File: src/rtl/sample_pair_packer.sv
// Sample pair packer: turns a serial sample stream (one sample per beat) into
// {even, odd} pairs with sof/eol flags for the first 1D lifting stage.
// Odd-length lines get a symmetric-extension pad x[N] = x[N-2].
// Optional feature macro: SAMPLE_PAIR_PACKER_ERR_EN (adds err_o pulse and an
// input-stability assertion).
module sample_pair_packer #(
    parameter int unsigned DataWidth       = 16,
    parameter int unsigned MaximumSideSize = 512
) (
    input  logic                 clk_i,
    input  logic                 rst_ni,
    output logic                 s_ready_o,
    input  logic                 s_valid_i,
    input  logic                 s_sof_i,
    input  logic                 s_eol_i,
    input  logic [DataWidth-1:0] s_data_i,
    input  logic                 m_ready_i,
    output logic                 m_valid_o,
    output logic                 m_sof_o,
    output logic                 m_eol_o,
    output logic [DataWidth-1:0] m_data_even_o,
    output logic [DataWidth-1:0] m_data_odd_o
`ifdef SAMPLE_PAIR_PACKER_ERR_EN
    ,
    output logic                 err_o
`endif
);

    localparam int unsigned PosWidth = $clog2(MaximumSideSize) + 1;
    localparam logic [PosWidth-1:0] PosLast = PosWidth'(MaximumSideSize - 1);

    typedef enum logic {StEven, StOdd} state_e;

    state_e                state_q, state_d;
    logic [DataWidth-1:0]  even_q, even_d;
    logic [DataWidth-1:0]  odd_q, odd_d;
    logic                  pending_sof_q, pending_sof_d;
    logic [PosWidth-1:0]   pos_q, pos_d;

    logic                  m_valid_q;
    logic                  m_sof_q;
    logic                  m_eol_q;
    logic [DataWidth-1:0]  m_even_q;
    logic [DataWidth-1:0]  m_odd_q;

    logic                  accept;
    logic                  restart;
    logic [PosWidth-1:0]   pos_base;
    logic                  at_limit;
    logic                  line_end;
    logic                  load;
    logic                  ld_sof;
    logic                  ld_eol;
    logic [DataWidth-1:0]  ld_even;
    logic [DataWidth-1:0]  ld_odd;

    assign s_ready_o     = !m_valid_q || m_ready_i;
    assign accept        = s_valid_i && s_ready_o;
    // A sof seen while waiting for the odd sample restarts the line at this sample.
    assign restart       = (state_q == StOdd) && s_sof_i;
    assign pos_base      = restart ? '0 : pos_q;
    assign at_limit      = (pos_base == PosLast);
    assign line_end      = s_eol_i || at_limit;

    assign m_valid_o     = m_valid_q;
    assign m_sof_o       = m_sof_q;
    assign m_eol_o       = m_eol_q;
    assign m_data_even_o = m_even_q;
    assign m_data_odd_o  = m_odd_q;

    // Pairing state machine: next state, held samples and output-register load.
    always_comb begin
        state_d       = state_q;
        even_d        = even_q;
        odd_d         = odd_q;
        pending_sof_d = pending_sof_q;
        pos_d         = pos_q;
        load          = 1'b0;
        ld_sof        = 1'b0;
        ld_eol        = 1'b0;
        ld_even       = even_q;
        ld_odd        = odd_q;
        if (accept) begin
            if (state_q == StEven || restart) begin
                if (line_end) begin
                    // Odd-length line ends on an even sample: pad with x[N-2],
                    // or with the sample itself for a single-sample line.
                    load    = 1'b1;
                    ld_even = s_data_i;
                    ld_odd  = (pos_base == '0) ? s_data_i : odd_q;
                    ld_sof  = s_sof_i;
                    ld_eol  = 1'b1;
                    pos_d   = '0;
                    state_d = StEven;
                end else begin
                    even_d        = s_data_i;
                    pending_sof_d = s_sof_i;
                    pos_d         = pos_base + PosWidth'(1);
                    state_d       = StOdd;
                end
            end else begin
                load    = 1'b1;
                ld_even = even_q;
                ld_odd  = s_data_i;
                ld_sof  = pending_sof_q;
                ld_eol  = line_end;
                odd_d   = s_data_i;
                pos_d   = line_end ? '0 : pos_base + PosWidth'(1);
                state_d = StEven;
            end
        end
    end

    // Pairing state registers.
    always_ff @(posedge clk_i or negedge rst_ni) begin
        if (!rst_ni) begin
            state_q       <= StEven;
            even_q        <= '0;
            odd_q         <= '0;
            pending_sof_q <= 1'b0;
            pos_q         <= '0;
        end else begin
            state_q       <= state_d;
            even_q        <= even_d;
            odd_q         <= odd_d;
            pending_sof_q <= pending_sof_d;
            pos_q         <= pos_d;
        end
    end

    // Single output register: loads a completed pair, clears on transfer.
    always_ff @(posedge clk_i or negedge rst_ni) begin
        if (!rst_ni) begin
            m_valid_q <= 1'b0;
            m_sof_q   <= 1'b0;
            m_eol_q   <= 1'b0;
            m_even_q  <= '0;
            m_odd_q   <= '0;
        end else if (load) begin
            m_valid_q <= 1'b1;
            m_sof_q   <= ld_sof;
            m_eol_q   <= ld_eol;
            m_even_q  <= ld_even;
            m_odd_q   <= ld_odd;
        end else if (m_ready_i) begin
            m_valid_q <= 1'b0;
        end
    end

`ifdef SAMPLE_PAIR_PACKER_ERR_EN
    logic forced_eol;
    logic err_q;

    assign forced_eol = !s_eol_i && at_limit;
    assign err_o      = err_q;

    // Error pulse: mid-pair sof (covers sof+eol in odd state) or forced line end.
    always_ff @(posedge clk_i or negedge rst_ni) begin
        if (!rst_ni) begin
            err_q <= 1'b0;
        end else begin
            err_q <= accept && (restart || forced_eol);
        end
    end

`ifndef SYNTHESIS
    // Upstream must hold a stalled beat unchanged.
    assert property (@(posedge clk_i) disable iff (!rst_ni)
        (s_valid_i && !s_ready_o) |=> $stable({s_data_i, s_sof_i, s_eol_i}));
`endif
`endif

endmodule

File: config.mk
export PLATFORM = sky130hd
export DESIGN_NAME = sample_pair_packer
export DESIGN_NICKNAME = d
export VERILOG_FILES = /design/src/rtl/sample_pair_packer.sv
export SDC_FILE = /design/constraint.sdc
export NUM_CORES = 1
export LEC_CHECK = 0
export ABC_AREA = 0
export CAP_MARGIN = 20
export CORE_UTILIZATION = 28
export DETAILED_ROUTE_END_ITERATION = 10
export PLACE_DENSITY_LB_ADDON = 0.25
export SYNTH_ARGS = -nofsm -noshare
export SYNTH_HDL_FRONTEND = slang
export SYNTH_SLANG_ARGS = --single-unit
File: constraint.sdc
create_clock -name clk_i -period 3.4 [get_ports clk_i]
set_input_delay 0.68 -clock clk_i [delete_from_list [all_inputs] [get_ports clk_i]]
set_output_delay 0.68 -clock clk_i [all_outputs]
set_load 0.03 [all_outputs]
=== Word level (Yosys, flattened, before mapping) ===
Cells that the tools add are included.

* Register bits after elaboration: 79

* Add/sub/neg operators: 1
* Bitwise operators: 3
* Multiplexer cells: 21
* Equal/unequal tests: 1
* Reduce and logical (&&, ||, !) cells: 10

{| class="wikitable"
|+ Operator list
! cell !! count
|-
| 16-bit two-way mux || 7
|-
| 10-bit two-way mux || 2
|-
| 1-bit two-way mux || 12
|-
| 10-bit by 1-bit adder with 10-bit output (second input constant) || 1
|-
| 10-bit by 9-bit == test with 1-bit output (second input constant) || 1
|-
| 10-bit zero test || 1
|-
| 1-bit logical OR || 3
|-
| 1-bit inverter || 3
|-
| 3-bit AND reduction || 1
|-
| 1-bit logical AND || 2
|-
| 2-bit AND reduction || 1
|-
| 2-bit nonzero test || 1
|-
| 1-bit zero test || 1
|}

=== Logic depth before layout (Yosys ltp) ===
* Depth in word-level cells: 8
* Mapped depth: 9
* Mapped depth without buffers: 7

=== Worst setup path after synthesis ===
OpenSTA, ideal clock, no wires.

* Path type: input-to-reg
* Start: input m_ready_i
* End: register even_q[15]
* Required time: 3.275 ns
* Data arrival time: 2.060 ns
* Library setup time: 0.125 ns
* Setup slack: 1.215 ns
* Cell stages on the path: 6
* Cell sequence: nand2b_1 -> and2_1 -> clkbuf_1 -> nand3_1 -> buf_2 -> mux2_2

* Longest elaborated chain between the ends: 3

{| class="wikitable"
|+ RTL lines
! what !! line !! source
|-
| from (decl) || 17 || <nowiki>input logic m_ready_i,</nowiki>
|-
| 1-bit logical OR || 57 || <nowiki>assign s_ready_o = !m_valid_q || m_ready_i;</nowiki>
|-
| 1-bit logical AND || 58 || <nowiki>assign accept = s_valid_i && s_ready_o;</nowiki>
|-
| 3-bit AND reduction (no source line) || n/a ||
|-
| to (signal assigned) || 124 || <nowiki>even_q <= even_d;</nowiki>
|-
| to (decl) || 35 || <nowiki>logic [DataWidth-1:0] even_q, even_d;</nowiki>
|}

No other way between the ends.
A chain may end at the register's enable or synchronous reset.

=== Worst setup path after layout ===
* Start: input m_ready_i
* End: output s_ready_o

* Longest elaborated chain between the ends: 1

{| class="wikitable"
|+ RTL lines
! what !! line !! source
|-
| 1-bit logical OR || 57 ||
|-
| to (decl) || 12 || <nowiki>output logic s_ready_o,</nowiki>
|}

No other way between the ends.

==> metrics.cfg <==
[outcome]
outcome=finished, final reports clean

[global_route]
grtUsageMet2_pct=23.47
grt-busiest-layer=met2
grt_first_pass_wirelength_um=15280
grt_use_total_pct=15.41
first_global_vias=2908
antenna_found_initial=0
grt_start_max_net_pins=80
met3_usage_pct=3.163
grt.overflow.total=0
grt_use_met1_pct=21.64

[routing]
vias=2923
ant_nets=0
vias_per_cell=4.896
dr.pass1.iters=4
wirelength_um=9413
drc=0
wire_per_inst_um=15.77
drtIter0Drc=155

[sta]
skew_ns=0.01133
rsz0062_at_grt=false
hold_slack_ns=0.1779
setup_ws_ns=0.6680
fin_tns_setup_ns=0
worst_pin_slew_ns=0.6103
slew_headroom_pct=59.23
fin_crit_ns=2.732
final-setup-viol-count=0
fin_crit_sh_pct=80.35
slew_viol_final=0
hold_viol=0
fmax_mhz=366.0

[clocking]
ctsResizeCount=0
cts_buffers=9
clock_latency_ns=0.34
cts.hold.buffers_added=0
cts_root_buffer=clkbuf_16
cts_tree=built
cts_buffer_depth=2
htree_num_levels=3
path_clk_slew_ns=0.06
post_cts_buffers=0
clkSinkCount=79

[synthesis]
seq_area_frac_synth_pct=55.50
async_flop_share_pct=100.0
synthAdderAreaFrac_pct=0.3512
synth-seq-cells=79
syn_area_mm2=0.003562
synth_top_family_by_area=compound AO/OA/AOI/OAI gates
synth_cells=368
syn_avg_cell_area_um2=9.680
synthMuxAreaShare_pct=4.320
synthSimpleGateAreaFrac_pct=17.56
synth_compound_area_share_pct=18.58
synth_flop_cell=dfrtp_1
ys.warnings.count=0
synth_edf_count=0
synth_cell_types=48
synth-xor-area-share_pct=0
synth_nets=391

[layout]
layout-drive-gt1-share_pct=10.26
area_growth_pct=30.07
final_area_mm2=0.004633
diodes=0
instances_no_fill=597
fin_nets=448

[die]
initial_core_util_pct=29.17
ioPinCount=58
die_area_mm2=0.01318
die_x_um=114.8
design.core.area_mm2=0.01221
die_h_um=114.8
row_count=40

[worst_setup_path]
r2r_setup_slack_ns=1.21
worstSetupPathType=input port to primary output
cp_max_fo=5
crit_required_ns=2.72
cp-start-kind=input port
arrival_ns=2.05
endpoint_kind=primary output

[worst_hold_path]
hold_class=input port to async pin

[pwr]
ir_drop_uv=240.1
p_per_area_mw_per_mm2=707.5
p_leak_nw=1.956

[run]
maxCapViolations=0

[placed_design]
numPlacedInstances=580
placed_area_mm2=0.004303
dp_hpwl_um=6161
place_congestion=0.8161
portBuffers=57
post-place-ws_ns=0.4387

==> layout by cell type (no fill, tap or decap), types with 3 or more instances in the layout <==
cell and instances:
nand2b_1 3, a22oi_1 6, mux2i_1 3, o21ai_0 25, a21oi_1 35, nand4_1 10, inv_1 7, o22ai_1 14
nor2_1 36, mux2_2 10, clkdlybuf4s50_1 56, nand3_1 8, clkbuf_16 9, o31ai_1 5, nand2_1 69, buf_4 10
a31oi_1 3, dfrtp_1 79
==> cell usage after synthesis, types with 2 or more instances <==
master / n / area [µm²]
dfrtp_1: 79 / 1977
nand2_1: 69 / 259.0
nor2_1: 36 / 135.1
a22oi_1: 6 / 45.04
nand4_1: 10 / 62.56
mux2i_1: 3 / 30.03
a21oi_1: 35 / 175.2
nand3_1: 8 / 40.04
o31ai_1: 5 / 37.54
nor2b_1: 2 / 12.51
and3_1: 2 / 12.51
inv_1: 7 / 26.28
o22ai_1: 14 / 87.58
buf_1: 2 / 7.510
buf_2: 6 / 30.03
and2_1: 2 / 12.51
o21ai_0: 25 / 125.1
clkbuf_1: 12 / 45.04
mux2_2: 10 / 112.6
buf_6: 2 / 22.52
a31oi_1: 3 / 18.77
or4_1: 2 / 15.01
nand2b_1: 3 / 18.77
==> cell families (layout without fill, tap and decap cells) <==
family                     after synthesis  count (layout)
adders and majority gates                1               1
AOI/OAI and AO/OA                      103             103
and+or+nand+nor                        142             142
DFF                                     79              79
muxes                                   14              14
buffers and inverters                   29              90
==> final timing paths <==
kind | from | endpoint | cells past startpoint
setup / recovery | m_ready_i | s_ready_o | 3
hold / removal | rst_ni | pos_q[6] | 1
setup reg to reg | state_q | m_data_odd_o[1] | 7
hold reg to reg | odd_q[6] | odd_q[6] | 2
max in group asynchronous | rst_ni | pos_q[2] | 2
min in group clk_i | odd_q[6] | odd_q[6] | 2
==> final cells by class <==
type / instances / area, µm²
Sequential cell: 79 / 1977
Multi-Input combinational cell: 260 / 1454
Timing Repair Buffer: 68 / 668.1
Fill cell: 1267 / 7579
Clock buffer: 11 / 242.7
Tap cell: 168 / 210.2
Inverter: 7 / 26.28
Clock inverter: 4 / 55.05
==> registers in the layout, indices dropped and copies added (netlist names) <==
signal / flops
m_data_even_o: 16
pos_q: 10
m_sof_o: 1
m_data_odd_o: 16
pending_sof_q: 1
m_valid_o: 1
even_q: 16
state_q: 1
odd_q: 16
m_eol_o: 1
==> where the power goes <==
part	switching (mW)	internal (mW)
clock	0.377	0.588
sequential	0.146	1.17
combinational	0.584	0.408
==> worst max-delay path, stage by stage <==
cell             delay, ns
clkdlybuf4s50_1       0.45
nand2b_1              0.21
clkdlybuf4s50_1       0.71
==> through the flow <==
stage                     util, %  power [mW]
final                       37.94       3.278
after global routing        37.94       3.467
after CTS                   37.67       3.315
after detailed placement    35.24       2.332
after global placement      35.24       2.314
after floorplan                 -       1.910
==> layer usage <==
metal / wire length (µm) / vias up
li1: - / 1413
met1: 4600 / 1434
met2: 4325 / 69
met3: 357 / 7
met4: 129 / 0
met5: 0 / -
No activity file was read; power rests on OpenSTA's default activity.
